File: src/rtl/llc_in_sched_pkg.sv
// Shared constants and types for the LLC input-channel scheduler.
package llc_in_sched_pkg;

    localparam int unsigned LINE_ADDR_BITS = 26;
    localparam int unsigned HPROT_WIDTH    = 2;

    typedef logic [LINE_ADDR_BITS-1:0] line_addr_t;
    typedef logic [HPROT_WIDTH-1:0]    hprot_t;

    // Channel id presented towards the LLC controller.
    typedef enum logic [1:0] {
        SEL_RSP = 2'd0,
        SEL_REQ = 2'd1,
        SEL_DMA = 2'd2
    } llc_in_sel_t;

    typedef enum logic {
        IDLE     = 1'b0,
        DMA_LOCK = 1'b1
    } llc_in_sched_state_t;

endpackage

File: src/rtl/llc_in_sched.sv
// LLC input-channel scheduler: arbitrates rsp_in / req_in / dma_req_in into one
// registered selection (channel id + line address). rsp_in has top priority,
// req/dma share round-robin, and a DMA burst lock keeps multi-beat DMA writes
// contiguous.
// Optional feature: define LLC_IN_SCHED_STARVE_EN to enable the req_in
// starvation guard (req beats rsp once after MAX_WAIT consecutive losses).
module llc_in_sched
    import llc_in_sched_pkg::*;
#(
    parameter int unsigned MAX_WAIT = 16
) (
    input  logic                      clk,
    input  logic                      rst,
    input  logic                      rsp_in_valid,
    input  logic [LINE_ADDR_BITS-1:0] rsp_in_addr,
    output logic                      rsp_in_ready,
    input  logic                      req_in_valid,
    input  logic [LINE_ADDR_BITS-1:0] req_in_addr,
    output logic                      req_in_ready,
    input  logic                      dma_in_valid,
    input  logic [LINE_ADDR_BITS-1:0] dma_in_addr,
    input  logic [HPROT_WIDTH-1:0]    dma_in_hprot,
    output logic                      dma_in_ready,
    output logic                      out_valid,
    output logic [1:0]                out_sel,
    input  logic                      out_ready,
    output logic [LINE_ADDR_BITS-1:0] out_addr,
    output logic                      dma_locked
);

    llc_in_sched_state_t state_q, state_d;
    llc_in_sel_t         rr_ptr_q, rr_ptr_d;
    logic                out_valid_q, out_valid_d;
    llc_in_sel_t         out_sel_q, out_sel_d;
    line_addr_t          out_addr_q, out_addr_d;

    logic load;
    logic force_req;
    logic grant_rsp, grant_req, grant_dma;

    // Only bit 0 of hprot carries burst information.
    logic unused_hprot;
    assign unused_hprot = ^dma_in_hprot[HPROT_WIDTH-1:1];

`ifdef LLC_IN_SCHED_STARVE_EN
    localparam int unsigned WAIT_W = $clog2(MAX_WAIT + 1);
    localparam logic [WAIT_W-1:0] WAIT_MAX = WAIT_W'(MAX_WAIT);

    logic [WAIT_W-1:0] wait_cnt_q, wait_cnt_d;

    // Starvation guard: req_in overrides rsp_in once it has lost MAX_WAIT times.
    always_comb begin
        force_req = (state_q == IDLE) && req_in_valid && (wait_cnt_q == WAIT_MAX);
    end

    // Count load cycles where a waiting req_in lost to rsp_in; saturate at MAX_WAIT.
    always_comb begin
        wait_cnt_d = wait_cnt_q;
        if (state_q == IDLE) begin
            if (!req_in_valid || grant_req) begin
                wait_cnt_d = '0;
            end else if (grant_rsp && (wait_cnt_q != WAIT_MAX)) begin
                wait_cnt_d = wait_cnt_q + WAIT_W'(1);
            end
        end
    end

    // Starvation counter register.
    always_ff @(posedge clk) begin
        if (!rst) begin
            wait_cnt_q <= '0;
        end else begin
            wait_cnt_q <= wait_cnt_d;
        end
    end
`else
    logic unused_cfg;
    assign unused_cfg = (MAX_WAIT != 0);

    // Without the starvation guard rsp_in is strictly highest priority.
    always_comb begin
        force_req = 1'b0;
    end
`endif

    // Winner selection; grants are already qualified by reset and load.
    always_comb begin
        load      = !out_valid_q || out_ready;
        grant_rsp = 1'b0;
        grant_req = 1'b0;
        grant_dma = 1'b0;
        if (rst && load) begin
            if (force_req) begin
                grant_req = 1'b1;
            end else if (rsp_in_valid) begin
                grant_rsp = 1'b1;
            end else if (state_q == DMA_LOCK) begin
                grant_dma = dma_in_valid;
            end else if (req_in_valid && dma_in_valid) begin
                grant_req = (rr_ptr_q == SEL_REQ);
                grant_dma = (rr_ptr_q != SEL_REQ);
            end else begin
                grant_req = req_in_valid;
                grant_dma = dma_in_valid;
            end
        end
    end

    assign rsp_in_ready = grant_rsp;
    assign req_in_ready = grant_req;
    assign dma_in_ready = grant_dma;

    // Burst FSM next state: every granted DMA beat sets the lock to its hprot[0],
    // which covers IDLE->DMA_LOCK, DMA_LOCK->IDLE and single-beat bursts at once.
    always_comb begin
        state_d = state_q;
        if (grant_dma) begin
            state_d = dma_in_hprot[0] ? DMA_LOCK : IDLE;
        end
    end

    // Burst FSM state register.
    always_ff @(posedge clk) begin
        if (!rst) begin
            state_q <= IDLE;
        end else begin
            state_q <= state_d;
        end
    end

    // Output selection and round-robin pointer next values.
    always_comb begin
        out_valid_d = out_valid_q;
        out_sel_d   = out_sel_q;
        out_addr_d  = out_addr_q;
        rr_ptr_d    = rr_ptr_q;
        if (load) begin
            out_valid_d = grant_rsp || grant_req || grant_dma;
        end
        if (grant_rsp) begin
            out_sel_d  = SEL_RSP;
            out_addr_d = rsp_in_addr;
        end
        if (grant_req) begin
            out_sel_d  = SEL_REQ;
            out_addr_d = req_in_addr;
            rr_ptr_d   = SEL_DMA;
        end
        if (grant_dma) begin
            out_sel_d  = SEL_DMA;
            out_addr_d = dma_in_addr;
            rr_ptr_d   = SEL_REQ;
        end
    end

    // Output selection and round-robin pointer registers.
    always_ff @(posedge clk) begin
        if (!rst) begin
            out_valid_q <= 1'b0;
            out_sel_q   <= SEL_RSP;
            out_addr_q  <= '0;
            rr_ptr_q    <= SEL_REQ;
        end else begin
            out_valid_q <= out_valid_d;
            out_sel_q   <= out_sel_d;
            out_addr_q  <= out_addr_d;
            rr_ptr_q    <= rr_ptr_d;
        end
    end

    assign out_valid  = out_valid_q;
    assign out_sel    = out_sel_q;
    assign out_addr   = out_addr_q;
    assign dma_locked = (state_q == DMA_LOCK);

endmodule
File: config.mk
export PLATFORM = sky130hd
export DESIGN_NAME = llc_in_sched
export DESIGN_NICKNAME = d
export VERILOG_FILES = /design/src/rtl/llc_in_sched_pkg.sv /design/src/rtl/llc_in_sched.sv
export SDC_FILE = /design/constraint.sdc
export NUM_CORES = 1
export LEC_CHECK = 0
export ABC_AREA = 0
export BUFFER_PORTS_ARGS = -buffer_cell sky130_fd_sc_hd__buf_2
export CAP_MARGIN = 20
export CORE_ASPECT_RATIO = 0.9
export CORE_UTILIZATION = 24
export CTS_BUF_LIST = sky130_fd_sc_hd__clkbuf_8
export DETAILED_ROUTE_END_ITERATION = 16
export HOLD_SLACK_MARGIN = 0.15
export PLACE_DENSITY = 0.46
export SLEW_MARGIN = 30
export SYNTH_ARGS = -nofsm -noshare
export SYNTH_HDL_FRONTEND = slang
export SYNTH_SLANG_ARGS = --single-unit
File: constraint.sdc
create_clock -name clk -period 1.55 [get_ports clk]
set_input_delay 0.31 -clock clk [delete_from_list [all_inputs] [get_ports clk]]
set_output_delay 0.31 -clock clk [all_outputs]
set_load 0.05 [all_outputs]
Word-level counts from Yosys, hierarchy flattened. Cells that the tools add are included.

Register bits after elaboration: 32. Input port bits: 86. Output and inout port bits: 33. Word-level logic and storage cells: 35.

Equality and inequality tests: 2. Mux-type cells: 17. Bitwise operators: 1. Reduce and logical (&&, ||, !) cells: 9.

Operators with widths (number): $mux 26 (3); $mux 1 (11); $mux 2 (3); $logic_or 1x1->1 (3); $reduce_bool 3->1 (1); $eq 2x1->1 const B (1); $logic_and 1x1->1 (2); $ne 2x1->1 const B (1); $reduce_bool 2->1 (1); $reduce_or 2->1 (1); $logic_not 1->1 (1); $not 1->1 (1).

Depth between registers and ports, before layout.
Depth in word-level cells: 7. Mapped depth: 7. Gate-level depth less buffers: 4.

Worst setup path after synthesis. No wires, ideal clock.

Path kind: flip-flop to output port. Start: register state_q (netlist: dma_locked). End: output dma_in_ready. Arrival time: 1.884 ns. Setup slack: -0.644 ns. Stages on the path, launching flop included: 4. Cell sequence: dfxtp_1 and4bb_2 nand2b_2 nor2_1.

Word-level cells in the longest chain between the ends: 3.

RTL lines: from (decl) (RTL line llc_in_sched.sv:31) `llc_in_sched_state_t state_q, state_d;`; from (signal assigned) (RTL line llc_in_sched.sv:127) `state_q <= state_d;`; $mux 1 (RTL line llc_in_sched.sv:97) `end else if (state_q == DMA_LOCK) begin`; $mux 1 (RTL line llc_in_sched.sv:95) `end else if (rsp_in_valid) begin`; $mux 1 (RTL line llc_in_sched.sv:92) `if (rst && load) begin`; to (decl) (RTL line llc_in_sched.sv:23) `output logic dma_in_ready,`.

No other way between the ends.

Worst setup path in the final report.
Start: register state_q (netlist: dma_locked). End: output req_in_ready.

Word-level cells in the longest chain between the ends: 3.

RTL lines: $mux 1 (RTL line llc_in_sched.sv:97); $mux 1 (RTL line llc_in_sched.sv:95); $mux 1 (RTL line llc_in_sched.sv:92); to (decl) (RTL line llc_in_sched.sv:19) `output logic req_in_ready,`.

No other way between the ends.

==> results.py <==
metrics = {
    "worst_hold_path": {
        "holdPathStages": 3,
        "hold_class": "in -> reg",
    },
    "sta": {
        "maxSlewViolCount": 0,
        "max_freq_mhz": 596.2,
        "finClkSkew_ps": 12.00,
        "final.min_clock_period_ps": 1677,
        "rsz0062_at_grt": "yes",
        "setup_viol": 29,
        "slew_headroom_pct": 72.66,
        "hold_viol": 0,
        "period_share_pct": 108.2,
        "max_slew.worst_pin.slew_ps": 405.8,
        "layout_setup_ws_ps": -127.2,
    },
    "routing": {
        "drt_iter0_drc": 85,
        "ant_nets": 0,
        "wl_per_cell_um": 16.49,
        "drc_errors": 0,
        "first_pass_iters": 5,
        "wl_um": 8394,
        "vias_per_cell": 5.159,
        "vias": 2626,
    },
    "placement": {
        "postPlaceCellArea_mm2": 0.003114,
        "dp_cells": 492,
        "gp_congestion": 0.7706,
        "hpwl_um": 5907,
        "post-place-ws_ps": -202.0,
        "portBuffers": 117,
    },
    "die": {
        "core_area_mm2": 0.008688,
        "die-area_mm2": 0.009467,
        "die_x_um": 102.5,
        "row_count": 32,
        "die-height_um": 92.41,
        "start_util_pct": 25.09,
        "io_pins": 119,
    },
    "global_routing": {
        "grt_max_degree": 27,
        "gr-usage-met1_pct": 22.47,
        "overflow": 0,
        "use_met3_pct": 3.698,
        "grt_pass1_vias": 2480,
        "grtUsageTotal_pct": 17.21,
        "met2_usage_pct": 28.50,
        "grt_pass1_wl_um": 12710,
        "antenna_found_initial": 0,
        "globalRoute.busiestLayer": "met2",
    },
    "run": {
        "cap_violations": 0,
    },
    "synthesis": {
        "netlist_area_mm2": 0.002180,
        "yosysSeqAreaShare_pct": 29.39,
        "ys_warn_count": 0,
        "synth_edf_count": 0,
        "synth_ff_type": "dfxtp_1",
        "synth_nets": 337,
        "avgSynthCellArea_um2": 8.684,
        "ys_ff_latch": 32,
        "ys_types": 31,
        "async_flop_share_pct": 0,
        "syn-instance-count": 251,
    },
    "clock_network": {
        "clockRootBuffer": "clkbuf_8",
        "clock-sinks": 32,
        "clockBufferDepth": 2,
        "cts_hold_buf": 0,
        "h-tree-depth": 2,
        "cts_tree": "yes",
        "cts_made_buffers": 5,
        "insertion_delay_ps": 290,
        "path_clk_slew_ps": 60,
    },
    "critical_path": {
        "cp_slowest_stage_delay_ps": 340,
        "end_kind": "primary output",
        "cp_data_arrival_time_ps": 1370,
        "worstPathMaxFanout": 2,
        "cp_num_buf_inv": 3,
        "start_kind": "register",
        "required_ps": 1240,
        "path_cells": "buf_6, nor2b_4, a21boi_4, nand2_4, clkinvlp_4, buf_8",
        "cpMaxStageDelayCell": "dfxtp_4",
        "worst-path-stages": 6,
        "critical_path_class": "reg -> out",
        "critPathTopFamily": "flip-flops",
        "rr_worst_depth": 8,
    },
    "pwr": {
        "power.density_mw_per_mm2": 864.7,
        "ir_drop_v": 0.0003535,
        "p_leak_nw": 1.540,
    },
    "outcome": {
        "violations": "setup timing",
        "status": "finished, violations left",
    },
    "final_layout": {
        "nNetsFinal": 475,
        "fin_area_mm2": 0.003485,
        "layout_common_cells": "114 x buf_2, 29 x nor2_1, 29 x dfxtp_1, 28 x buf_4",
        "drive_gt1_share_pct": 49.23,
        "antenna_cells": 0,
        "area_growth_syn_to_layout_pct": 59.87,
        "stdcell_count": 509,
        "final_common_cell": "buf_2",
    },
}
==> final timing paths <==
check                                      from           end  slack (ps)
worst max-delay path                 dma_locked  req_in_ready        -130
worst min-delay path            dma_in_hprot[0]    dma_locked         290
worst max register to register       dma_locked  out_addr[10]        -110
worst min register to register       out_sel[0]    out_sel[0]         470
==> kinds of logic (layout without fill, tap and decap cells) <==
family          count (synthesis)  after routing  share of synthesized area (%)
compound gates                 91             91                          31.69
simple gates                   70             70                          19.00
flops                          32             32                          29.39
buf+inv                        32            171                          7.979
mux                            26             26                          11.94
==> sequential cells by signal, indices dropped and copies added, names as in the netlist <==
signal / count
out_valid: 1
dma_locked: 1
rr_ptr_q: 2
out_addr: 26
out_sel: 2
==> stage by stage <==
stage,utilization (%),setup TNS (ps),hold WS [ps],power [W]
after floorplan,-,-76.34,441.9,0.001723
after global placement,35.71,-12150,449.0,0.002105
after detailed placement,35.84,-4521,465.0,0.002118
after CTS,38.41,-370.8,286.4,0.002976
after global routing,40.11,-3358,292.4,0.003158
final,40.11,-1526,290.9,0.003013
==> final cells by class <==
type,count,area (µm²)
flip-flops and latches,32,646.9
inverters,4,18.77
fillers,916,5204
repair buffers,159,1077
clock buffers,5,68.82
clock inverters,3,38.79
well taps,119,148.9
multi-input cells,187,1485
==> worst min-delay path, cell delays in order <==
cell      delay (ps)
buf_2            100
nand3_1           50
a21boi_0          60
==> power breakdown <==
part,total (W),switching (W),internal (W)
combinational,0.00123,0.000749,0.000482
clock,0.000807,0.000336,0.000471
sequential,0.000976,0.0000623,0.000914
total,0.00301,0.00115,0.00187
==> timing repair <==
action,in CTS,in global routing
gates cloned,0,2
buffers inserted,7,1
pin swaps,4,3
resized for setup,19,19
setup endpoints to repair,29,30
==> cells in the mapped netlist, types with 2 or more instances <==
cell type  number  area, µm²
a21boi_0        2      15.01
a21oi_1         2      10.01
a221oi_1       26      227.7
buf_1           2      7.510
buf_2          13      65.06
buf_6           5      56.30
clkbuf_1        8      30.03
dfxtp_1        32      640.6
inv_1           3      11.26
mux2i_1        26      260.3
nand2_1         2      7.510
nand2b_1        4      25.02
nand3_1         2      10.01
nor2_1         30      112.6
nor3b_1        26      195.2
o21ai_0        28      140.1
o32ai_1        26      227.7
==> routing by layer <==
metal  up-vias  part of all wire [%]
met2       120                    47
met3         6                   7.1
met1      1239                    45
met4         0                  0.94
met5         -                     0
li1       1261                     -
No activity file was read; power rests on OpenSTA's default activity.
